## src/rtl/line_matrix_v2_if.sv

```systemverilog
// rtl/line_matrix_v2_if.sv - configuration strobe/field bundle for the line matrix
// Software side drives the master modport; the matrix consumes the slave modport.
interface line_matrix_v2_if #(
  parameter int NUM_IN    = 8,
  parameter int NUM_OUT   = 9,
  parameter int STRETCH_W = 8
);
  localparam int SRC_W = $clog2(NUM_IN + 2);
  localparam int IDX_W = (NUM_OUT > 1) ? $clog2(NUM_OUT) : 1;

  logic                 cfg_wr;
  logic                 cfg_commit;
  logic [IDX_W-1:0]     cfg_out_idx;
  logic [SRC_W-1:0]     cfg_src;
  logic                 cfg_invert;
  logic [STRETCH_W-1:0] cfg_stretch;
  logic                 cfg_ack;
  logic                 cfg_err;

  modport master (
    output cfg_wr, cfg_commit, cfg_out_idx, cfg_src, cfg_invert, cfg_stretch,
    input  cfg_ack, cfg_err
  );

  modport slave (
    input  cfg_wr, cfg_commit, cfg_out_idx, cfg_src, cfg_invert, cfg_stretch,
    output cfg_ack, cfg_err
  );
endinterface

```

## src/rtl/line_matrix_v2.sv

```systemverilog
// rtl/line_matrix_v2.sv - synchronised input-to-output line router with invert and pulse stretch
// Double-buffered route table: writes land in the shadow, a commit copies it to the active table.
module line_matrix_v2 #(
  parameter int NUM_IN      = 8,
  parameter int NUM_OUT     = 9,
  parameter int SYNC_STAGES = 2,
  parameter int STRETCH_W   = 8
) (
  input  logic               clk,
  input  logic               rstn,
  input  logic [NUM_IN-1:0]  input_lines,
  output logic [NUM_OUT-1:0] output_lines,
  line_matrix_v2_if.slave    cfg
);
  localparam int SRC_W = $clog2(NUM_IN + 2);
  localparam int IDX_W = (NUM_OUT > 1) ? $clog2(NUM_OUT) : 1;
  localparam logic [SRC_W-1:0] SRC_ZERO = SRC_W'(NUM_IN);
  localparam logic [SRC_W-1:0] SRC_ONE  = SRC_W'(NUM_IN + 1);
  localparam logic [STRETCH_W-1:0] STR_ONE = STRETCH_W'(1);

  // Synchronisers and edge detectors
  logic [NUM_IN-1:0]      in_sync_q [SYNC_STAGES];
  logic [SYNC_STAGES-1:0] wr_sync_q, cm_sync_q;
  logic                   wr_prev_q, cm_prev_q;
  logic                   wr_edge, cm_edge;

  // Route tables
  logic [SRC_W-1:0]     sh_src_q [NUM_OUT];
  logic [SRC_W-1:0]     sh_src_d [NUM_OUT];
  logic [NUM_OUT-1:0]   sh_inv_q, sh_inv_d;
  logic [STRETCH_W-1:0] sh_str_q [NUM_OUT];
  logic [STRETCH_W-1:0] sh_str_d [NUM_OUT];
  logic [SRC_W-1:0]     act_src_q [NUM_OUT];
  logic [NUM_OUT-1:0]   act_inv_q;
  logic [STRETCH_W-1:0] act_str_q [NUM_OUT];

  // Status
  logic ack_q, ack_d;
  logic err_q, err_d;
  logic idx_ok;

  // Datapath / stretcher
  logic [NUM_IN-1:0]    in_s;
  logic [NUM_OUT-1:0]   s_line;
  logic [NUM_OUT-1:0]   s_prev_q;
  logic [STRETCH_W-1:0] cnt_q [NUM_OUT];
  logic [STRETCH_W-1:0] cnt_d [NUM_OUT];
  logic [NUM_OUT-1:0]   out_q, out_d;

  assign in_s    = in_sync_q[SYNC_STAGES-1];
  assign wr_edge = wr_sync_q[SYNC_STAGES-1] & ~wr_prev_q;
  assign cm_edge = cm_sync_q[SYNC_STAGES-1] & ~cm_prev_q;
  assign idx_ok  = (32'(cfg.cfg_out_idx) < NUM_OUT);

  assign output_lines = out_q;
  assign cfg.cfg_ack  = ack_q;
  assign cfg.cfg_err  = err_q;

  always_ff @(posedge clk or negedge rstn) begin
    if (!rstn) begin
      for (int i = 0; i < SYNC_STAGES; i++) in_sync_q[i] <= '0;
      wr_sync_q <= '0;
      cm_sync_q <= '0;
      wr_prev_q <= 1'b0;
      cm_prev_q <= 1'b0;
    end else begin
      in_sync_q[0] <= input_lines;
      for (int i = 1; i < SYNC_STAGES; i++) in_sync_q[i] <= in_sync_q[i-1];
      wr_sync_q <= {wr_sync_q[SYNC_STAGES-2:0], cfg.cfg_wr};
      cm_sync_q <= {cm_sync_q[SYNC_STAGES-2:0], cfg.cfg_commit};
      wr_prev_q <= wr_sync_q[SYNC_STAGES-1];
      cm_prev_q <= cm_sync_q[SYNC_STAGES-1];
    end
  end

  // The commit copies sh_*_d so a write on the same edge is included.
  always_comb begin
    sh_src_d = sh_src_q;
    sh_inv_d = sh_inv_q;
    sh_str_d = sh_str_q;
    for (int o = 0; o < NUM_OUT; o++) begin
      if (wr_edge && idx_ok && (cfg.cfg_out_idx == IDX_W'(o))) begin
        sh_src_d[o] = cfg.cfg_src;
        sh_inv_d[o] = cfg.cfg_invert;
        sh_str_d[o] = cfg.cfg_stretch;
      end
    end
  end

  always_comb begin
    ack_d = ack_q ^ (wr_edge | cm_edge);
    err_d = err_q;
    if (cm_edge) begin
      err_d = 1'b0;
    end else if (wr_edge && !idx_ok) begin
      err_d = 1'b1;
    end
  end

  always_ff @(posedge clk or negedge rstn) begin
    if (!rstn) begin
      for (int o = 0; o < NUM_OUT; o++) begin
        sh_src_q[o]  <= SRC_ZERO;
        sh_str_q[o]  <= '0;
        act_src_q[o] <= SRC_ZERO;
        act_str_q[o] <= '0;
      end
      sh_inv_q  <= '0;
      act_inv_q <= '0;
      ack_q     <= 1'b0;
      err_q     <= 1'b0;
    end else begin
      sh_src_q <= sh_src_d;
      sh_inv_q <= sh_inv_d;
      sh_str_q <= sh_str_d;
      if (cm_edge) begin
        act_src_q <= sh_src_d;
        act_inv_q <= sh_inv_d;
        act_str_q <= sh_str_d;
      end
      ack_q <= ack_d;
      err_q <= err_d;
    end
  end

  // Source select: out-of-range codes fall through to constant 0.
  always_comb begin
    s_line = '0;
    for (int o = 0; o < NUM_OUT; o++) begin
      logic pick;
      pick = 1'b0;
      for (int i = 0; i < NUM_IN; i++) begin
        if (act_src_q[o] == SRC_W'(i)) pick = in_s[i];
      end
      if (act_src_q[o] == SRC_ONE) pick = 1'b1;
      s_line[o] = pick ^ act_inv_q[o];
    end
  end

  // Stretcher: the running count is never cut short by a commit.
  always_comb begin
    out_d = '0;
    cnt_d = cnt_q;
    for (int o = 0; o < NUM_OUT; o++) begin
      if (s_line[o] && !s_prev_q[o] && (act_str_q[o] != '0)) begin
        cnt_d[o] = act_str_q[o] - STR_ONE;
      end else if (cnt_q[o] != '0) begin
        cnt_d[o] = cnt_q[o] - STR_ONE;
      end
      out_d[o] = s_line[o] | (cnt_q[o] != '0);
    end
  end

  always_ff @(posedge clk or negedge rstn) begin
    if (!rstn) begin
      for (int o = 0; o < NUM_OUT; o++) cnt_q[o] <= '0;
      s_prev_q <= '0;
      out_q    <= '0;
    end else begin
      cnt_q    <= cnt_d;
      s_prev_q <= s_line;
      out_q    <= out_d;
    end
  end
endmodule

```

## src/flat_wrapper.sv

```systemverilog
// flat-port wrapper written by rule: the top's interface ports become plain ports
module line_matrix_v2_flat 
#(
  parameter int NUM_IN      = 8,
  parameter int NUM_OUT     = 9,
  parameter int SYNC_STAGES = 2,
  parameter int STRETCH_W   = 8
)
  (clk, rstn, input_lines, output_lines, cfg_cfg_wr, cfg_cfg_commit, cfg_cfg_out_idx, cfg_cfg_src, cfg_cfg_invert, cfg_cfg_stretch, cfg_cfg_ack, cfg_cfg_err);
  line_matrix_v2_if #(.NUM_IN(NUM_IN), .NUM_OUT(NUM_OUT), .STRETCH_W(STRETCH_W)) cfg_i ();
  input  logic clk;
  input  logic rstn;
  input  logic [NUM_IN-1:0] input_lines;
  output logic [NUM_OUT-1:0] output_lines;
  input wire logic [$bits(cfg_i.cfg_wr)-1:0] cfg_cfg_wr;
  input wire logic [$bits(cfg_i.cfg_commit)-1:0] cfg_cfg_commit;
  input wire logic [$bits(cfg_i.cfg_out_idx)-1:0] cfg_cfg_out_idx;
  input wire logic [$bits(cfg_i.cfg_src)-1:0] cfg_cfg_src;
  input wire logic [$bits(cfg_i.cfg_invert)-1:0] cfg_cfg_invert;
  input wire logic [$bits(cfg_i.cfg_stretch)-1:0] cfg_cfg_stretch;
  output wire logic [$bits(cfg_i.cfg_ack)-1:0] cfg_cfg_ack;
  output wire logic [$bits(cfg_i.cfg_err)-1:0] cfg_cfg_err;
  assign cfg_i.cfg_wr = cfg_cfg_wr;
  assign cfg_i.cfg_commit = cfg_cfg_commit;
  assign cfg_i.cfg_out_idx = cfg_cfg_out_idx;
  assign cfg_i.cfg_src = cfg_cfg_src;
  assign cfg_i.cfg_invert = cfg_cfg_invert;
  assign cfg_i.cfg_stretch = cfg_cfg_stretch;
  assign cfg_cfg_ack = cfg_i.cfg_ack;
  assign cfg_cfg_err = cfg_i.cfg_err;
  line_matrix_v2 #(.NUM_IN(NUM_IN), .NUM_OUT(NUM_OUT), .SYNC_STAGES(SYNC_STAGES), .STRETCH_W(STRETCH_W)) u_core (.clk(clk), .rstn(rstn), .input_lines(input_lines), .output_lines(output_lines), .cfg(cfg_i));
endmodule
```

## config.mk

```make
export PLATFORM = sky130hd
export DESIGN_NAME = line_matrix_v2_flat
export DESIGN_NICKNAME = d
export VERILOG_FILES = /design/src/rtl/line_matrix_v2_if.sv /design/src/rtl/line_matrix_v2.sv /design/src/flat_wrapper.sv
export SDC_FILE = /design/constraint.sdc
export NUM_CORES = 1
export LEC_CHECK = 0
export BUFFER_PORTS_ARGS = -buffer_cell sky130_fd_sc_hd__buf_2
export CORE_ASPECT_RATIO = 1.4
export CORE_MARGIN = 2
export CORE_UTILIZATION = 40
export DETAILED_ROUTE_END_ITERATION = 8
export GPL_TIMING_DRIVEN = 0
export PLACE_DENSITY = 0.58
export SKIP_CTS_REPAIR_TIMING = 1
export SLEW_MARGIN = 20
export SYNTH_ARGS = -nofsm -noshare
export SYNTH_HDL_FRONTEND = slang
export SYNTH_SLANG_ARGS = --single-unit
```

## constraint.sdc

```tcl
create_clock -name clk -period 3.15 [get_ports clk]
set_clock_uncertainty 0.2 [all_clocks]
set_input_delay 0.1575 -clock clk [delete_from_list [all_inputs] [get_ports clk]]
set_output_delay 0.1575 -clock clk [all_outputs]
set_load 0.01 [all_outputs]
```

# Word-level counts from Yosys, hierarchy flattened

Index checks and enable logic that the tools add are counted.

$mul: 0
Eq/ne operators: 80
Muxes and demuxes: 128
Reduce and logical (&&, ||, !) cells: 77
Shift-type cells: 0
Div/mod/pow operators: 0
Bitwise logic cells: 24
Add/subtract/negate cells: 18
Magnitude comparators: 1

Operators by type and width:

| cell                                              | number |
|---|---|
| 2-to-1 mux 8 bit                                  | 27 |
| == test 4 x 3 -> 1 bit (second input constant)    | 40 |
| nonzero test 8 bit                                | 18 |
| subtractor 8 x 1 -> 8 bit (second input constant) | 18 |
| 2-to-1 mux 1 bit                                  | 92 |
| == test 4 x 2 -> 1 bit (second input constant)    | 20 |
| == test 4 x 1 -> 1 bit (second input constant)    | 10 |
| == test 4 bit (second input constant)             | 10 |
| zero test 4 bit                                   | 10 |
| 2-to-1 mux 4 bit                                  | 9 |
| logical AND 1 bit                                 | 29 |
| nonzero test 2 bit                                | 10 |
| zero test 1 bit                                   | 10 |
| bitwise OR 1 bit                                  | 10 |
| XOR 1 bit                                         | 10 |
| < comparator 4 bit (second input constant)        | 1 |
| AND 1 bit                                         | 2 |
| NOT 1 bit                                         | 2 |

Register bits: 348
Logic and storage cells: 385
Memories: 0
ROM bits: 0
Bits in latches: 0
Bits in writable memories: 0

# Depth between registers and ports, before layout

Depth in word-level cells: 14
Mapped depth: 14

# Worst setup path before layout

Ideal clock, no wire load.

Path type: register to register
Start: register u_core.act_src_q[10] (netlist name)
End: register u_core.cnt_q[22] (netlist name)
Slack: -237 ps
Data arrival time: 3,050 ps
Cell stages (with the launch flop): 13
Cells stage by stage: dfrtp_1 buf_2 mux2i_1 mux4_2 o21ai_0 mux2i_1 clkbuf_1 mux2i_1 ha_1 inv_1 nor2_1 mux2i_1 a21oi_1

Word-level cells in the longest chain between the ends: 14
Elaborated cells on any way between the ends: 23
Classes of those cells: eq/ne (8); mux (10); bitwise (1); reduce/logical (4)

Ends and longest elaborated chain:

| what                                                          | RTL line              | RTL |
|---|---|---|
| from (decl)                                                   | line_matrix_v2.sv:33  | `logic [SRC_W-1:0] act_src_q [NUM_OUT];` |
| from (signal assigned)                                        | line_matrix_v2.sv:117 | `act_src_q <= sh_src_d;` |
| zero test 4 bit                                               | line_matrix_v2.sv:133 | `if (act_src_q[o] == SRC_W'(i)) pick = in_s[i];` |
| 2-to-1 mux 1 bit (8 in series)                                | line_matrix_v2.sv:133 |  |
| 2-to-1 mux 1 bit *                                            | line_matrix_v2.sv:135 | `if (act_src_q[o] == SRC_ONE) pick = 1'b1;` |
| XOR 1 bit *                                                   | line_matrix_v2.sv:136 | `s_line[o] = pick ^ act_inv_q[o];` |
| logical AND 1 bit * (2 in series)                             | line_matrix_v2.sv:145 | `if (s_line[o] && !s_prev_q[o] && (act_str_q[o] != '0)) begin` |
| 2-to-1 mux 8 bit / nonzero test 2 bit (equally long branches) | n/a                   |  |
| to (signal assigned)                                          | line_matrix_v2.sv:160 | `cnt_q <= cnt_d;` |
| to (decl)                                                     | line_matrix_v2.sv:46  | `logic [STRETCH_W-1:0] cnt_q [NUM_OUT];` |

Mark *: on every way between the ends. The rest lies on a longest branch, timed or not.
A chain may end at the register's enable or synchronous reset.

# Worst setup path after layout

Start: register u_core.act_src_q[18] (netlist name)
End: register u_core.cnt_q[38] (netlist name)

Same word-level chain as after synthesis.

==> impl_metrics.tcl <==
set metrics [dict create \
    outcome "finished with violations" \
    violations "negative setup slack" \
    syn_inst 1466 \
    fin_area_um2 18600 \
    worst_r2r_endpoint "u_core.cnt_q[38]" \
    muxShareOfSynthArea_pct 14.5 \
    start_util_pct 40.3 \
    syn_nets 1504 \
    clock_latency_ns 0.51 \
    final_core_util_pct 48.6 \
    synth-seq-cells 348 \
    cts_sinks 348 \
    synth.largest_area_cell "dfrtp_1" \
    setup_viol 7 \
    rows 85 \
    startpoint "u_core.act_src_q[18]" \
    grt_setup_unrepaired "yes" \
    placed_area_um2 16400 \
    worstHoldPathType "input port to flip-flop" \
    ctsHtreeMaxLevel 2 \
    num_io_pins 40 \
    fillCellCount 3511 \
    slew_viol_final 0 \
    synth_top_family_by_area "simple AND/OR/NAND/NOR gates" \
    place_hpwl_mm 24.4 \
    worstMarginPinSlew_ns 0.916 \
    fin_hold_ws_ns 0.00938 \
    synth_top_flop_cell "dfrtp_1" \
    synthAdderAreaFrac_pct 0.730 \
    clk_pin_slew_ns 0.06 \
    r2r_setup_slack_ns -0.22 \
    synthTopCellsByArea "dfrtp_1 54%, nand2_1 9.8%, mux2_2 8.7%" \
    postRouteAntennaNets 0 \
    critPathArrivalTime_ns 3.62 \
    synth_edf_count 0 \
    multi_input_area_um2 6760 \
    r2r-start "u_core.act_src_q[18]" \
    final_common_cell "nand2_1" \
    antenna_found_initial 0 \
    setup_slack_ns -0.217 \
    vias_per_cell 5.13 \
    first_iter_violations 514 \
    syn_area_per_cell_um2 10.5 \
    cts_tree "done" \
    cts_root_buffer "clkbuf_16" \
    grt_pass1_vias 10800 \
    slew_headroom_pct 38.9 \
    max_freq_ghz 0.297 \
    grt-ovfl-total 0 \
    core_um2 38300 \
    routabilityCongestion 0.768 \
    seq_area_um2 8740 \
    track_usage_pct 18.2 \
    crit_path_start_kind "flip-flop" \
    synth_simple_gate_area_share_pct 17.6 \
    period_share_pct 107 \
    fin_nets 1660 \
    drc 0 \
    syn_area_um2 15400 \
    fp.dieW_um 170 \
    portBuffers 39 \
    required_ns 3.40 \
    grt_start_max_net_pins 101 \
    drt-total-wl_mm 36.5 \
    synthXorXnorAreaFrac_pct 2.84 \
    die_y_um 236 \
    leakagePower_nw 8.57 \
    drtPass1Iterations 5 \
    synthArstFlopShare_pct 100 \
    critPathKind "flip-flop to flip-flop" \
    diodes 0 \
    synth_compound_area_share_pct 5.57 \
    min_period_ns 3.37 \
    syn2layout_area_growth_pct 20.7 \
    r2r_cells 11 \
    ir_worst_vdd_mv 0.322 \
    cap_violations 0 \
    final_hold_viol_count 0 \
    yosysUniqueCellTypes 52 \
    dieArea_um2 40200 \
    synth_top_area_share_pct 53.5 \
    synth-seq-area-share_pct 56.6 \
    layout_common_cells "394 x nand2_1, 326 x dfrtp_1, 119 x mux2_2, 97 x nor2_1, 66 x mux2i_1" \
    grt_first_pass_wirelength_mm 57.6 \
    drive_above_1_share_pct 23.8 \
    min_path_cells 3 \
    numCtsBuffers 37 \
    power_density_nw_per_um2 838 \
    clockBufferDepth 3 \
    endpoint_kind "flip-flop" \
    min_from "cfg_cfg_out_idx[1]" \
    holdPathEnd "u_core.sh_src_q[15]" \
    critPathMaxFanout 8 \
    vias 10900 \
    wl_per_cell_um 17.2 \
    ys_warn_count 0 \
]
-- layer usage --
metal | share of wire [%] | up-vias | global-route usage (%)
met4 | 2.6 | 0 | 5.49
met3 | 3.2 | 62 | 2.68
li1 | - | 5292 | -
met1 | 44 | 5386 | 23.6
met2 | 50 | 162 | 31.4
met5 | 0 | - | 0
-- registers in the layout (all words and copies together) (netlist names) --
register,cells
u_core.act_inv_q,9
u_core.act_src_q,36
u_core.act_str_q,72
u_core.cfg.cfg_ack,1
u_core.cfg.cfg_err,1
u_core.cm_prev_q,1
u_core.cm_sync_q,2
u_core.cnt_q,72
u_core.in_s,8
u_core.in_sync_q,8
u_core.output_lines,9
u_core.s_prev_q,9
u_core.sh_inv_q,9
u_core.sh_src_q,36
u_core.sh_str_q,72
u_core.wr_prev_q,1
u_core.wr_sync_q,2
-- cells by family after synthesis --
logic type / Yosys count
AND/OR/NAND/NOR: 636
flip-flops: 348
multiplexers: 198
AO/OA/AOI/OAI: 147
buffers and inverters: 78
XOR/XNOR: 50
adder cells (fa/ha/maj): 9
-- worst max-delay path: stages, from the launching register on --
cell and delay (ns):
dfrtp_1 0.37, buf_6 0.13, mux2i_1 0.12, mux4_2 0.54, o21ai_2 0.20, xnor2_2 0.11
or3_4 0.40, mux2i_2 0.20, ha_2 0.25, o211ai_1 0.15, or4_1 0.55, nand4_1 0.08
-- through the flow --
stage | setup WS (ns) | TNS, ns | power (W) | cells
after floorplan | 0.0115 | 0 | 0.00948 | 1466
after global placement | -5.07 | -1715.10 | 0.0104 | 1983
after detailed placement | -0.746 | -8.55 | 0.0106 | 1987
after CTS | -0.761 | -8.80 | 0.0148 | 2050
after global routing | -0.397 | -2.46 | 0.0166 | 2124
final | -0.217 | -0.747 | 0.0156 | 2124
-- how the worst max path moves through the flow --
stage	to	slack, ns
global placement	u_core.cnt_q[37]	-5.07
floorplan	u_core.cnt_q[22]	0.01
CTS	u_core.cnt_q[46]	-0.76
finish	u_core.cnt_q[38]	-0.22
detailed placement	u_core.cnt_q[46]	-0.75
global route	u_core.cnt_q[38]	-0.40
-- Yosys cell counts (all sizes together) (26+ instances only) --
cell	count
a21oi	53
buf	26
clkbuf	35
dfrtp	330
mux2	119
mux2i	70
nand2	403
nor2	99
nor3	48
o21ai	50
xnor2	29
-- report_power, final --
| part | switching, W | total, W | internal (W) |
|---|---|---|---|
| combinational | 0.00235 | 0.00478 | 0.00243 |
| sequential | 0.000977 | 0.00665 | 0.00567 |
| clock | 0.00172 | 0.00418 | 0.00246 |
-- layout make-up --
cell class | instances | share of cell area [%]
clock buffer | 56 | 5.84
sequential | 348 | 46.9
tap | 478 | 3.21
multi-input combinational | 1040 | 36.3
clock inverter | 7 | 0.356
timing repair buffer | 123 | 5.43
buffer | 55 | 1.55
inverter | 17 | 0.343
Note: power is estimated with default switching activity, not from simulation.
